==> src/rtl/riscv_pkg.sv <==
// Shared RV32I encodings used by the writeback stage: result select, load
// funct3 values and the hard-wired zero register.
package riscv_pkg;

  typedef enum logic [1:0] {
    WB_ALU  = 2'd0,
    WB_LOAD = 2'd1,
    WB_PC4  = 2'd2,
    WB_RSVD = 2'd3
  } wb_sel_e;

  localparam logic [2:0] F3_LB  = 3'd0;
  localparam logic [2:0] F3_LH  = 3'd1;
  localparam logic [2:0] F3_LW  = 3'd2;
  localparam logic [2:0] F3_LBU = 3'd4;
  localparam logic [2:0] F3_LHU = 3'd5;

  localparam logic [4:0] REG_ZERO = 5'd0;

endpackage

==> src/rtl/wb_stage_load_align.sv <==
// Load data alignment: shifts the raw memory word down to the addressed
// byte/half, sign- or zero-extends it, and flags misaligned LH/LHU/LW.
module load_align
  import riscv_pkg::*;
(
  input  logic [31:0] rdata,
  input  logic [1:0]  addr_lo,
  input  logic [2:0]  funct3,
  output logic [31:0] data,
  output logic        misalign
);

  logic [31:0] shifted;

  always_comb begin
    shifted  = rdata >> {addr_lo, 3'b000};
    data     = '0;
    misalign = 1'b0;
    case (funct3)
      F3_LB:  data = {{24{shifted[7]}}, shifted[7:0]};
      F3_LBU: data = {24'd0, shifted[7:0]};
      F3_LH: begin
        data     = {{16{shifted[15]}}, shifted[15:0]};
        misalign = addr_lo[0];
      end
      F3_LHU: begin
        data     = {16'd0, shifted[15:0]};
        misalign = addr_lo[0];
      end
      F3_LW: begin
        data     = rdata;
        misalign = (addr_lo != 2'b00);
      end
      // Reserved load encodings return zero without raising a fault
      default: ;
    endcase
  end

endmodule

==> src/rtl/wb_stage.sv <==
// RV32I writeback stage: stage register, load alignment, result select,
// register-file write port with debug arbitration and bypass source.
// Optional retired-instruction counter enabled by defining WB_INSTRET_EN.
module wb_stage
  import riscv_pkg::*;
#(
  parameter int unsigned XLEN = 32
) (
  input  logic            clk,
  input  logic            rst,
  input  logic            in_valid,
  output logic            in_ready,
  input  logic            in_we,
  input  logic [4:0]      in_rd,
  input  logic [1:0]      in_wb_sel,
  input  logic [2:0]      in_funct3,
  input  logic [1:0]      in_addr_lo,
  input  logic [XLEN-1:0] in_alu_result,
  input  logic [XLEN-1:0] in_pc_plus4,
  input  logic [XLEN-1:0] in_mem_rdata,
  input  logic            dbg_valid,
  output logic            dbg_ready,
  input  logic [4:0]      dbg_rd,
  input  logic [XLEN-1:0] dbg_wd,
  output logic            rf_we,
  output logic [4:0]      rf_rd,
  output logic [XLEN-1:0] rf_wd,
  output logic            byp_valid,
  output logic [4:0]      byp_rd,
  output logic [XLEN-1:0] byp_data,
  output logic            retire,
`ifdef WB_INSTRET_EN
  output logic [63:0]     instret,
`endif
  output logic            load_misalign
);

  logic            v_q, v_d;
  logic            we_q, we_d;
  logic [4:0]      rd_q, rd_d;
  wb_sel_e         wb_sel_q, wb_sel_d;
  logic [2:0]      funct3_q, funct3_d;
  logic [1:0]      addr_lo_q, addr_lo_d;
  logic [XLEN-1:0] alu_q, alu_d;
  logic [XLEN-1:0] pc4_q, pc4_d;
  logic [XLEN-1:0] rdata_q, rdata_d;

  logic [XLEN-1:0] ld_data;
  logic            ld_misalign;
  logic [XLEN-1:0] result;
  logic            misalign;
  logic            wr_pipe;

  assign in_ready = !rst;

  always_comb begin
    v_d       = in_valid;
    we_d      = in_we;
    rd_d      = in_rd;
    wb_sel_d  = wb_sel_e'(in_wb_sel);
    funct3_d  = in_funct3;
    addr_lo_d = in_addr_lo;
    alu_d     = in_alu_result;
    pc4_d     = in_pc_plus4;
    rdata_d   = in_mem_rdata;
  end

  always_ff @(posedge clk) begin
    if (rst) begin
      v_q       <= 1'b0;
      we_q      <= 1'b0;
      rd_q      <= '0;
      wb_sel_q  <= WB_ALU;
      funct3_q  <= '0;
      addr_lo_q <= '0;
      alu_q     <= '0;
      pc4_q     <= '0;
      rdata_q   <= '0;
    end else begin
      v_q       <= v_d;
      we_q      <= we_d;
      rd_q      <= rd_d;
      wb_sel_q  <= wb_sel_d;
      funct3_q  <= funct3_d;
      addr_lo_q <= addr_lo_d;
      alu_q     <= alu_d;
      pc4_q     <= pc4_d;
      rdata_q   <= rdata_d;
    end
  end

  load_align u_load_align (
    .rdata    (rdata_q),
    .addr_lo  (addr_lo_q),
    .funct3   (funct3_q),
    .data     (ld_data),
    .misalign (ld_misalign)
  );

  // Every qualifier is gated by rst so a held instruction is dropped the
  // moment reset rises, before the stage register itself is cleared.
  always_comb begin
    case (wb_sel_q)
      WB_LOAD: result = ld_data;
      WB_PC4:  result = pc4_q;
      default: result = alu_q;
    endcase
    misalign  = !rst && v_q && (wb_sel_q == WB_LOAD) && ld_misalign;
    wr_pipe   = !rst && v_q && we_q && (rd_q != REG_ZERO) && !misalign;
    retire    = !rst && v_q && !misalign;
    dbg_ready = !rst && dbg_valid && !wr_pipe;
  end

  assign load_misalign = misalign;
  assign byp_valid     = wr_pipe;
  assign byp_rd        = rd_q;
  assign byp_data      = result;

  always_comb begin
    rf_we = 1'b0;
    rf_rd = '0;
    rf_wd = '0;
    if (wr_pipe) begin
      rf_we = 1'b1;
      rf_rd = rd_q;
      rf_wd = result;
    end else if (dbg_ready) begin
      rf_we = (dbg_rd != REG_ZERO);
      rf_rd = dbg_rd;
      rf_wd = dbg_wd;
    end
  end

`ifdef WB_INSTRET_EN
  logic [63:0] instret_q, instret_d;

  always_comb begin
    instret_d = instret_q + 64'(retire);
  end

  always_ff @(posedge clk) begin
    if (rst) instret_q <= '0;
    else     instret_q <= instret_d;
  end

  assign instret = instret_q;
`endif

endmodule

==> config.mk <==
export PLATFORM = sky130hd
export DESIGN_NAME = wb_stage
export DESIGN_NICKNAME = d
export VERILOG_FILES = /design/src/rtl/riscv_pkg.sv /design/src/rtl/wb_stage_load_align.sv /design/src/rtl/wb_stage.sv
export SDC_FILE = /design/constraint.sdc
export NUM_CORES = 1
export LEC_CHECK = 0
export BUFFER_PORTS_ARGS = -buffer_cell sky130_fd_sc_hd__buf_2
export CAP_MARGIN = 15
export CORE_MARGIN = 1.5
export CORE_UTILIZATION = 40
export DETAILED_ROUTE_END_ITERATION = 6
export PLACE_DENSITY = 0.7
export SETUP_SLACK_MARGIN = 0.4
export SYNTH_ARGS = -nofsm -noshare
export SYNTH_HDL_FRONTEND = slang
export SYNTH_SLANG_ARGS = --single-unit
==> constraint.sdc <==
create_clock -name clk -period 3.05 [get_ports clk]
set_input_delay 0.1525 -clock clk [delete_from_list [all_inputs] [get_ports clk]]
set_output_delay 0.1525 -clock clk [all_outputs]
set_load 0.02 [all_outputs]
==> key figures <==
Final layout
  – Nets: 906
  – Non-filler instance count after layout: 933
  – Area Growth Syn to Fin: 35.12%
  – Final core occ: 55.07%
  – Layout cell share with drive strength beyond 1: 39.66%

Synth
  – Synth top area cells: dfxtp_1, nor2b_1, a21oi_1
  – Synth cell count leaders: nor2b_1, dfxtp_1, a21oi_1
  – YS warnings: 0
  – Cells after Synth: 541
  – Main flop type after synthesis: dfxtp_1
  – Syn Std Cell Area: 5101 µm²
  – Post-synth EDFFs: 0
  – Syn nets: 693
  – Post-synthesis sequential area ratio: 43.17%
  – Mapped Avg Cell Area: 9.429 µm²
  – Share of the synthesized area in the top cell type: 43.17%
  – Largest area contributor in the netlist: dfxtp_1
  – Netlist cell types: 43
  – Seq cells post-synth: 110
  – Most frequent cell after synthesis: nor2b_1
  – Post-synthesis async set-or-reset flop share: 0%

Clocking
  – Clock buffer depth: 2
  – Worst-path clk slew: 70 ps
  – Root Buffer: clkbuf_16
  – CTS tree: yes
  – Num CTS Buffers: 9
  – Htree depth: 3
  – CTS sink cnt: 110

Critical path
  – Sequence of cells on the critical path: inv_1 -> ha_4 -> nor2b_2 -> a22o_4 -> buf_12 -> a221oi_2 -> a22o_1 -> buf_2
  – Max incr delay on CP: 410 ps
  – Crit path launch: wb_sel_q[0]
  – Crit. End Element: output pin
  – Critical path class: flop to output pin
  – CP bufs+invs: 3
  – Worst EP required: 2900 ps
  – CP arrival: 2390 ps
  – Worst-path maximum fanout: 17
  – Critical path's top delay family: compound AO/OA/AOI/OAI gates
  – CP max-delay cell: ha_4
  – Startpoint types: flop

Route
  – Post-route DRC: 0
  – Detailed Route WL: 15940 µm
  – Vias per cell: 5.113
  – Drt wl/cell: 17.08 µm
  – Number of DRC markers in iteration 0: 327
  – DRT Pass-1 Iters: 5
  – Antenna Nets Post-Route: 0
  – Vias: 4770

GRT
  – Antenna violations before repair: 0
  – Largest net degree at the start of global routing: 113
  – Grt total ovfl: 0
  – Gr usage total: 23.42%
  – Vias in the first global route: 4652
  – First-pass GRT wire length: 23820 µm

Power
  – Pwr Total: 3.650 mW
  – Pwr Density: 529.6 nW/µm²
  – VDD IR max: 0.3854 mV
  – Leakage: 3.211 nW

Outcome
  – Status: complete, no violations

STA
  – Period utilisation layout: 83.32%
  – Final Max Slew Viols: 0
  – Worst-Margin Slew: 1099 ps
  – Count of endpoints failing hold in the final timing report: 0
  – Max_slew headroom: 26.75%
  – Final setup TNS: 0 ps
  – Final setup viols: 0
  – RSZ-0062 raised after global routing: no
  – Minimum clock period: 2541 ps
  – Max frequency: 0.3935 GHz

Floorplan
  – Die width: 115.9 µm
  – Total die area: 13440 µm²
  – Ports: 230
  – Starting Density: 40.75%
  – DIE HEIGHT: 115.9 µm
  – Num rows: 41
  – Core area: 12520 µm²

Placement
  – DP Wirelength: 12130 µm
  – IO Port Bufs: 229
  – Routability cong.: 0.8646
  – Dpl cells: 906

Worst hold path
  – HP Class: primary input to flop
  – Hold Startpoint: in_pc_plus4[2]

Job
  – MaxCap Viol Count: 0
-- power by group --
group	internal, mW	switching [mW]
Clock	0.786	0.503
Sequential	1.51	0.0544
Combinational	0.338	0.454
Total	2.64	1.01
-- metrics by stage --
stage / hold slack, ps / worst slack [ps] / area (µm²)
6_report: 7.952 / 508.6 / 6893
5_1_grt: 8.443 / 406.7 / 6888
4_1_cts: 0.04197 / 379.5 / 6764
3_5_place_dp: 364.2 / 340.1 / 6322
3_3_place_gp: 360.9 / 458.5 / 6322
2_1_floorplan: 280.7 / 601.7 / 5101
-- cells in the final DEF (no fill, tap or decap), types with 8 or more instances in the layout --
cell       instances
a2bb2oi_1         15
nand2_1            8
nor2b_1          112
nand3_1            8
a21oi_1           42
o21ai_0           13
a221oi_2          10
a21o_1             8
a22oi_1           26
nor3_1             8
buf_2            228
clkbuf_16          9
and3_1            17
buf_4             11
nor2_1            10
dfxtp_1          107
inv_1             20
mux2i_1           15
a22o_1            18
-- sequential cells by signal, indices dropped and copies added, names as in the netlist --
name,count
funct3_q,3
rdata_q,32
pc4_q,32
addr_lo_q,2
alu_q,32
we_q,1
byp_rd,5
wb_sel_q,2
v_q,1
-- path summary, 6_finish.rpt --
check / to / slack [ps] / cells after the start
worst max-delay path: rf_wd[25] / 510 / 8
worst min-delay path: pc4_q[2] / 8 / 2
-- cell families (layout without fill, tap and decap cells) --
kind of cell	after synthesis	after routing	share of synthesized area (%)
mux	17	17	3.385
compound gates	161	161	24.99
fa+ha+maj	2	2	0.4905
other cells	0	2	0
simple gates	186	186	22.27
buf+inv	65	283	5.690
flops	110	110	43.17
-- area by class of cell --
type | instances | area, µm²
diodes | 2 | 5.005
clock buffers | 13 | 270.3
clock inverters | 3 | 65.06
fillers | 1187 | 5624
inverters | 21 | 81.33
multi-input cells | 366 | 2734
flip-flops and latches | 110 | 2206
well taps | 172 | 215.2
repair buffers | 246 | 1316
-- metal layers --
layer	vias up	GRT usage, %	routed length (µm)	part of all wire (%)
li1	2349	-	-	-
met1	2187	28.07	6774	42
met2	215	41.53	7640	48
met3	19	6.485	1242	7.8
met4	0	5.691	282	1.8
met5	-	0	0	0
-- what timing repair did --
item                       CTS  global route
hold endpoints to repair     3             0
hold buffers                 3             0
pin swaps                    1             3
resized for setup            8            18
setup endpoints to repair   53            36
setup buffers                3             3
Note: power is estimated with default switching activity, not from simulation.
